--- src/rtl/key_pkg.sv ---
// Shared scan-code constants, key classes and entry states for the numeric entry path.
// Keypad codes are only decoded when KEY_DIGIT_KEYPAD_EN is defined.
package key_pkg;

    localparam logic [8:0] SC_0     = 9'h045;
    localparam logic [8:0] SC_1     = 9'h016;
    localparam logic [8:0] SC_2     = 9'h01E;
    localparam logic [8:0] SC_3     = 9'h026;
    localparam logic [8:0] SC_4     = 9'h025;
    localparam logic [8:0] SC_5     = 9'h02E;
    localparam logic [8:0] SC_6     = 9'h036;
    localparam logic [8:0] SC_7     = 9'h03D;
    localparam logic [8:0] SC_8     = 9'h03E;
    localparam logic [8:0] SC_9     = 9'h046;
    localparam logic [8:0] SC_BKSP  = 9'h066;
    localparam logic [8:0] SC_ENTER = 9'h05A;
    localparam logic [8:0] SC_ESC   = 9'h076;

    localparam logic [8:0] KP_0     = 9'h070;
    localparam logic [8:0] KP_1     = 9'h069;
    localparam logic [8:0] KP_2     = 9'h072;
    localparam logic [8:0] KP_3     = 9'h07A;
    localparam logic [8:0] KP_4     = 9'h06B;
    localparam logic [8:0] KP_5     = 9'h073;
    localparam logic [8:0] KP_6     = 9'h074;
    localparam logic [8:0] KP_7     = 9'h06C;
    localparam logic [8:0] KP_8     = 9'h075;
    localparam logic [8:0] KP_9     = 9'h07D;
    localparam logic [8:0] KP_ENTER = 9'h15A;

    typedef enum logic [2:0] {
        KC_NONE  = 3'd0,
        KC_DIGIT = 3'd1,
        KC_BKSP  = 3'd2,
        KC_ENTER = 3'd3,
        KC_ESC   = 3'd4
    } key_class_e;

    typedef enum logic [1:0] {
        EMPTY = 2'd0,
        ENTRY = 2'd1,
        HOLD  = 2'd2
    } state_e;

endpackage

--- src/rtl/key_classify.sv ---
// Combinational scan-code classifier: last_change -> {key class, digit value}.
// Numeric keypad codes decode as digits/Enter only when KEY_DIGIT_KEYPAD_EN is defined.
module key_classify
    import key_pkg::*;
(
    input  logic [8:0]  i_code,
    output key_class_e  o_class,
    output logic [3:0]  o_digit
);

    // Map each recognised code to its class; anything else is KC_NONE.
    always_comb begin
        o_class = KC_NONE;
        o_digit = 4'd0;
        case (i_code)
            SC_0:     begin o_class = KC_DIGIT; o_digit = 4'd0; end
            SC_1:     begin o_class = KC_DIGIT; o_digit = 4'd1; end
            SC_2:     begin o_class = KC_DIGIT; o_digit = 4'd2; end
            SC_3:     begin o_class = KC_DIGIT; o_digit = 4'd3; end
            SC_4:     begin o_class = KC_DIGIT; o_digit = 4'd4; end
            SC_5:     begin o_class = KC_DIGIT; o_digit = 4'd5; end
            SC_6:     begin o_class = KC_DIGIT; o_digit = 4'd6; end
            SC_7:     begin o_class = KC_DIGIT; o_digit = 4'd7; end
            SC_8:     begin o_class = KC_DIGIT; o_digit = 4'd8; end
            SC_9:     begin o_class = KC_DIGIT; o_digit = 4'd9; end
            SC_BKSP:  o_class = KC_BKSP;
            SC_ENTER: o_class = KC_ENTER;
            SC_ESC:   o_class = KC_ESC;
`ifdef KEY_DIGIT_KEYPAD_EN
            KP_0:     begin o_class = KC_DIGIT; o_digit = 4'd0; end
            KP_1:     begin o_class = KC_DIGIT; o_digit = 4'd1; end
            KP_2:     begin o_class = KC_DIGIT; o_digit = 4'd2; end
            KP_3:     begin o_class = KC_DIGIT; o_digit = 4'd3; end
            KP_4:     begin o_class = KC_DIGIT; o_digit = 4'd4; end
            KP_5:     begin o_class = KC_DIGIT; o_digit = 4'd5; end
            KP_6:     begin o_class = KC_DIGIT; o_digit = 4'd6; end
            KP_7:     begin o_class = KC_DIGIT; o_digit = 4'd7; end
            KP_8:     begin o_class = KC_DIGIT; o_digit = 4'd8; end
            KP_9:     begin o_class = KC_DIGIT; o_digit = 4'd9; end
            KP_ENTER: o_class = KC_ENTER;
`endif
            default:  begin o_class = KC_NONE; o_digit = 4'd0; end
        endcase
    end

endmodule

--- src/rtl/key_digit_entry.sv ---
// Multi-digit BCD entry buffer with Backspace/Esc/Enter and a valid/ready commit port.
// Build with KEY_DIGIT_KEYPAD_EN defined to also accept numeric keypad codes.
module key_digit_entry
    import key_pkg::*;
#(
    parameter int DIGITS        = 4,
    parameter bit CLR_ON_COMMIT = 1'b1
) (
    input  logic                  clk,
    input  logic                  reset,
    input  logic [8:0]            last_change,
    input  logic                  key_event,
    output logic [4*DIGITS-1:0]   entry_bcd,
    output logic [3:0]            entry_len,
    output logic [4*DIGITS-1:0]   out_bcd,
    output logic                  out_valid,
    input  logic                  out_ready,
    output logic                  overflow
);

    localparam int         W       = 4 * DIGITS;
    localparam logic [3:0] LEN_MAX = 4'(DIGITS);

    key_class_e     w_class;
    logic [3:0]     w_digit;
    logic           w_xfer;

    state_e         r_state, w_state_nxt;
    logic [W-1:0]   r_entry, w_entry_nxt;
    logic [3:0]     r_len,   w_len_nxt;
    logic [W-1:0]   r_out,   w_out_nxt;
    logic           r_valid, w_valid_nxt;
    logic           r_ovf,   w_ovf_nxt;

    key_classify u_classify (
        .i_code  (last_change),
        .o_class (w_class),
        .o_digit (w_digit)
    );

    assign w_xfer = r_valid & out_ready;

    // Next-state: edit the entry on a key event, then let a handshake retire out_valid.
    always_comb begin
        w_entry_nxt = r_entry;
        w_len_nxt   = r_len;
        w_out_nxt   = r_out;
        w_valid_nxt = r_valid;
        w_ovf_nxt   = r_ovf;
        w_state_nxt = r_state;
        if (key_event) begin
            case (w_class)
                KC_DIGIT: begin
                    if (r_len < LEN_MAX) begin
                        w_entry_nxt = (r_entry << 3'd4) | W'(w_digit);
                        w_len_nxt   = r_len + 4'd1;
                    end else begin
                        w_ovf_nxt   = 1'b1;
                    end
                end
                KC_BKSP: begin
                    if (r_len != 4'd0) begin
                        w_entry_nxt = r_entry >> 3'd4;
                        w_len_nxt   = r_len - 4'd1;
                    end else begin
                        w_entry_nxt = r_entry;
                    end
                end
                KC_ESC: begin
                    w_entry_nxt = '0;
                    w_len_nxt   = 4'd0;
                    w_ovf_nxt   = 1'b0;
                end
                KC_ENTER: begin
                    // Only ENTRY commits: EMPTY has nothing to send, HOLD must not overwrite.
                    if (r_state == ENTRY) begin
                        w_out_nxt   = r_entry;
                        w_valid_nxt = 1'b1;
                        if (CLR_ON_COMMIT) begin
                            w_entry_nxt = '0;
                            w_len_nxt   = 4'd0;
                        end else begin
                            w_entry_nxt = r_entry;
                        end
                    end else begin
                        w_valid_nxt = r_valid;
                    end
                end
                default: begin
                    w_entry_nxt = r_entry;
                end
            endcase
        end else begin
            w_entry_nxt = r_entry;
        end

        if (w_xfer) begin
            w_valid_nxt = 1'b0;
        end else begin
            w_out_nxt = w_out_nxt;
        end

        if (w_valid_nxt) begin
            w_state_nxt = HOLD;
        end else if (w_len_nxt == 4'd0) begin
            w_state_nxt = EMPTY;
        end else begin
            w_state_nxt = ENTRY;
        end
    end

    // State and datapath registers.
    always_ff @(posedge clk or negedge reset) begin
        if (!reset) begin
            r_state <= EMPTY;
            r_entry <= '0;
            r_len   <= 4'd0;
            r_out   <= '0;
            r_valid <= 1'b0;
            r_ovf   <= 1'b0;
        end else begin
            r_state <= w_state_nxt;
            r_entry <= w_entry_nxt;
            r_len   <= w_len_nxt;
            r_out   <= w_out_nxt;
            r_valid <= w_valid_nxt;
            r_ovf   <= w_ovf_nxt;
        end
    end

    assign entry_bcd = r_entry;
    assign entry_len = r_len;
    assign out_bcd   = r_out;
    assign out_valid = r_valid;
    assign overflow  = r_ovf;

endmodule

--- config.mk ---
export PLATFORM = sky130hd
export DESIGN_NAME = key_digit_entry
export DESIGN_NICKNAME = d
export VERILOG_FILES = /design/src/rtl/key_pkg.sv /design/src/rtl/key_classify.sv /design/src/rtl/key_digit_entry.sv
export SDC_FILE = /design/constraint.sdc
export NUM_CORES = 1
export LEC_CHECK = 0
export CAP_MARGIN = 5
export CORE_MARGIN = 2
export CORE_UTILIZATION = 35
export DETAILED_ROUTE_END_ITERATION = 10
export PLACE_DENSITY = 0.68
export SLEW_MARGIN = 20
export SYNTH_ARGS = -nofsm -noshare
export SYNTH_HDL_FRONTEND = slang
export SYNTH_HIERARCHICAL = 1
export SYNTH_SLANG_ARGS = --single-unit
--- constraint.sdc ---
create_clock -name clk -period 2.08 [get_ports clk]
set_clock_uncertainty 0.1 [all_clocks]
set_input_delay 0.52 -clock clk [delete_from_list [all_inputs] [get_ports clk]]
set_output_delay 0.52 -clock clk [all_outputs]
set_load 0.02 [all_outputs]
==> flow_summary_export.csv <==
group,metric,value,unit
power_and_ir_drop,cellPowerDensity,672,mW/mm2
cts,cts-root-to-sink-buffers,2,
critical_path,critical_path_startpoint,"last_change[0]",
sta,finalCriticalPeriod,2.64,ns
critical_path,slowest_stage,"sky130_fd_sc_hd__o41a_1",
power_and_ir_drop,worst_ir_drop_vdd,0.388,mV
drt,post-route-drc-count,0,
sta,maxSlewHeadroom,66.9,%
critical_path,critical_path.reg2reg.endpoint,"entry_bcd[1]$_DFFE_PN0P_",
floorplanning,initial_utilization,36.8,%
sta,rsz0062_at_grt,"yes",
floorplanning,die_width,83.3,um
final_layout,num-nets-final,352,
yosys,ys.flop_type,"sky130_fd_sc_hd__dfrtp_1",
yosys,async_reset_ff_share,100,%
yosys,postSynthNetCount,234,
final_layout,final_cell_area,0.00405,mm2
cts,clock_sink_count,39,
cts,cts_tree,"yes",
critical_path,cp_max_fo,5,
sta,finalWorstSetupSlack,-0.558,ns
critical_path,cp.buffers_inverters,3,
cts,ctsRootBufferMaster,"sky130_fd_sc_hd__clkbuf_8",
drt,wl_per_cell,19.1,um
yosys,synth.distinct_cells,48,
cts,level_count_of_the_clock_h_tree,2,
critical_path,worst-r2r-setup-slack,-0.22,ns
critical_path,critPathCapture,"r_state[0]$_DFF_PN0_",
cts,clk-insertion-delay-late,0.29,ns
yosys,mean_instance_size_in_the_synthesized_netlist,10.1,um2
job,max_capacitance_violation_total,0,
drt,routed_wl,7870,um
critical_path,cp_data_required_time,2.15,ns
critical_path,critical_path.cell_chain,"buf_6, nand3b_1, nor3_2, a31oi_4, o41ai_4, buf_4, nand2b_4, a2bb2oi_2, o211a_4, buf_6, nor2_2, o41a_1",
final_layout,multi_input_comb_area,0.00158,mm2
sta,final.setup.tns,-16.92,ns
drt,detailedRoute.firstIterationViolations,177,
sta,max_freq,379,MHz
sta,final-hold-violation-count,0,
status,failed_checks,"negative setup slack",
yosys,synth_cells,219,
grt,first_global_vias,2301,
power_and_ir_drop,cellLeakagePower,1.84,nW
drt,via_per_instance_ratio,5.61,
placement,place.gp.congestion,0.834,
grt,overflow,0,
drt,detail_route.first_pass.iterations,5,
critical_path,delay_contributed_by_the_slowest_stage_of_the_critical_path,0.42,ns
sta,final_max_slew_viol_count,0,
floorplanning,num_io_pins,51,
yosys,synth-edff-count,0,
critical_path,path_class,"primary input to flop",
final_layout,syn2layout_area_growth,84.0,%
final_layout,fillCellCount,397,
final_layout,layout.area.seq,976,um2
critical_path,worst_path_dominant_cell_family,"compound AO/OA/AOI/OAI gates",
floorplanning,coreArea,0.00599,mm2
yosys,synth-seq-area-share,44.3,%
critical_path,worst-endpoint-arrival,2.71,ns
yosys,ys.warnings.count,6,
grt,grt_antenna_before_repair,0,
floorplanning,design.die.area,0.00694,mm2
floorplanning,core.rowCount,28,
placement,dp_hpwl,4050,um
final_layout,antenna-diode-count,0,
grt,grt_max_degree,40,
yosys,ys_ff_latch,39,
sta,worst_slew_pin_slew,0.496,ns
grt,global_route.usage.total,21.1,%
cts,tritoncts.num_buffers,5,
critical_path,path_depth,12,
drt,postRouteAntennaNets,0,
sta,finalCritPeriodShare,127,%
cts,clk_transition_reported_paths,0.08,ns
grt,grt_first_pass_wirelength,11800,um
final_layout,drive_gt1_share,54.4,%
yosys,syn_area,0.00220,mm2
critical_path,worst_r2r_startpoint,"entry_len[0]$_DFF_PN0_",
drt,via_count,2315,
status,outcome,"finished with violations",
floorplanning,die_height,83.3,um
critical_path,worst-r2r-cell-count,10,
critical_path,start_kind,"primary input",
critical_path,critical_path.endpoint_type,"flop",
sta,report.final.setup_viol,38,
critical_path,crit_top_cell,"sky130_fd_sc_hd__buf_6",
hold_path,worst_hold_path_type,"primary input to asynchronous set/reset pin",
placement,dpl_cell_area,0.00313,mm2
placement,io_buffer_count,50,
[Yosys cell counts, types with 2 or more instances]
cell	n	area share, %
sky130_fd_sc_hd__a21oi_1	19	4.3
sky130_fd_sc_hd__a22o_1	2	0.80
sky130_fd_sc_hd__a22oi_1	14	4.8
sky130_fd_sc_hd__a2bb2oi_1	2	0.80
sky130_fd_sc_hd__a31oi_1	4	1.1
sky130_fd_sc_hd__and3_1	2	0.57
sky130_fd_sc_hd__buf_2	5	1.1
sky130_fd_sc_hd__buf_4	3	1.0
sky130_fd_sc_hd__buf_6	6	3.1
sky130_fd_sc_hd__clkbuf_1	2	0.34
sky130_fd_sc_hd__dfrtp_1	39	44
sky130_fd_sc_hd__ha_1	2	1.1
sky130_fd_sc_hd__inv_1	10	1.7
sky130_fd_sc_hd__mux2_2	16	8.2
sky130_fd_sc_hd__nand2_1	8	1.4
sky130_fd_sc_hd__nand2b_1	4	1.1
sky130_fd_sc_hd__nand3_1	5	1.1
sky130_fd_sc_hd__nand3b_1	3	1.0
sky130_fd_sc_hd__nor2_1	18	3.1
sky130_fd_sc_hd__nor2b_1	7	2.0
sky130_fd_sc_hd__nor3_1	8	1.8
sky130_fd_sc_hd__nor3b_1	4	1.4
sky130_fd_sc_hd__nor3b_2	2	1.1
sky130_fd_sc_hd__nor4_1	2	0.57
sky130_fd_sc_hd__o21ai_0	4	0.91
sky130_fd_sc_hd__o21ai_1	4	0.91
sky130_fd_sc_hd__o22ai_1	2	0.57
sky130_fd_sc_hd__or3_1	2	0.57
[worst min path at each step]
stage                                to  slack, ns
6_report           overflow$_DFFE_PN0P_       0.16
5_1_grt            overflow$_DFFE_PN0P_       0.21
4_1_cts            overflow$_DFFE_PN0P_       0.18
3_5_place_dp    out_bcd[10]$_DFFE_PN0P_       0.40
3_3_place_gp    out_bcd[13]$_DFFE_PN0P_       0.39
2_1_floorplan  entry_bcd[0]$_DFFE_PN0P_       0.12
[registers in the layout, indices dropped and copies added (netlist names)]
register,cells
overflow,1
entry_len,4
out_bcd,16
r_state,2
entry_bcd,16
[kinds of logic (layout without fill, tap and decap cells)]
kind of cell / count (synthesis) / after routing / synth area share [%]
xor gates and xnor gates: 1 / 1 / 0.398
buffers and inverters: 26 / 145 / 7.27
muxes: 17 / 17 / 8.64
adders and majority gates: 2 / 2 / 1.14
AOI/OAI and AO/OA: 62 / 62 / 19.4
DFF: 39 / 39 / 44.3
and+or+nand+nor: 72 / 72 / 18.8
[layout make-up]
cell class	count	share of cell area, %
Tap cell	75	2.32
Clock buffer	6	1.79
Clock inverter	2	0.309
Inverter	10	0.926
Sequential cell	39	24.1
Timing Repair Buffer	127	31.6
Multi-Input combinational cell	154	39.0
[metal layers]
metal	wire [um]	vias up	track usage [%]
li1	-	1042	-
met1	3300	1170	26.4
met2	3950	87	35.6
met3	380	16	4.17
met4	246	0	8.49
met5	0	-	0
[where the power goes]
| part | internal, W | switching, W | total, W |
|---|---|---|---|
| Clock | 0.000235 | 0.000277 | 0.000512 |
| Combinational | 0.000564 | 0.000536 | 0.00110 |
| Sequential | 0.000887 | 0.000224 | 0.00111 |
| Total | 0.00169 | 0.00104 | 0.00272 |
[through the flow]
| step | instances | total power (W) | hold WS [ns] | util (%) | setup slack [ns] |
|---|---|---|---|---|---|
| after global placement | 373 | 0.00193 | 0.389 | 52.2 | -1.33 |
| final | 413 | 0.00272 | 0.160 | 67.6 | -0.558 |
| after CTS | 409 | 0.00259 | 0.185 | 63.2 | -0.493 |
| after detailed placement | 373 | 0.00195 | 0.395 | 52.2 | -1.39 |
| after global routing | 413 | 0.00285 | 0.209 | 67.6 | -0.638 |
| after floorplan | 219 | 0.00148 | 0.124 | - | -0.597 |
[cell usage in the layout, fill, tap and decap left out, drive strengths merged, types with 3 or more instances in the layout]
cell	instances
o21ai	8
inv	10
nand2b	4
nor3b	6
nand3b	3
a22oi	14
nor2b	7
nand2	8
a21oi	19
mux2	16
dlymetal6s2s	8
dfrtp	39
clkdlybuf4s50	32
a31oi	4
nor3	8
nand3	5
nor2	18
buf	84
clkbuf	9
[what timing repair did]
item                       in CTS  in global routing
gates cloned                    4                  2
setup endpoints to repair      39                 43
buffers inserted               24                  6
pin swaps                      17                 22
hold buffers                    0                  0
hold endpoints to repair        0                  0
gates resized for setup       113                 49
(Power assumes the default switching activity.)
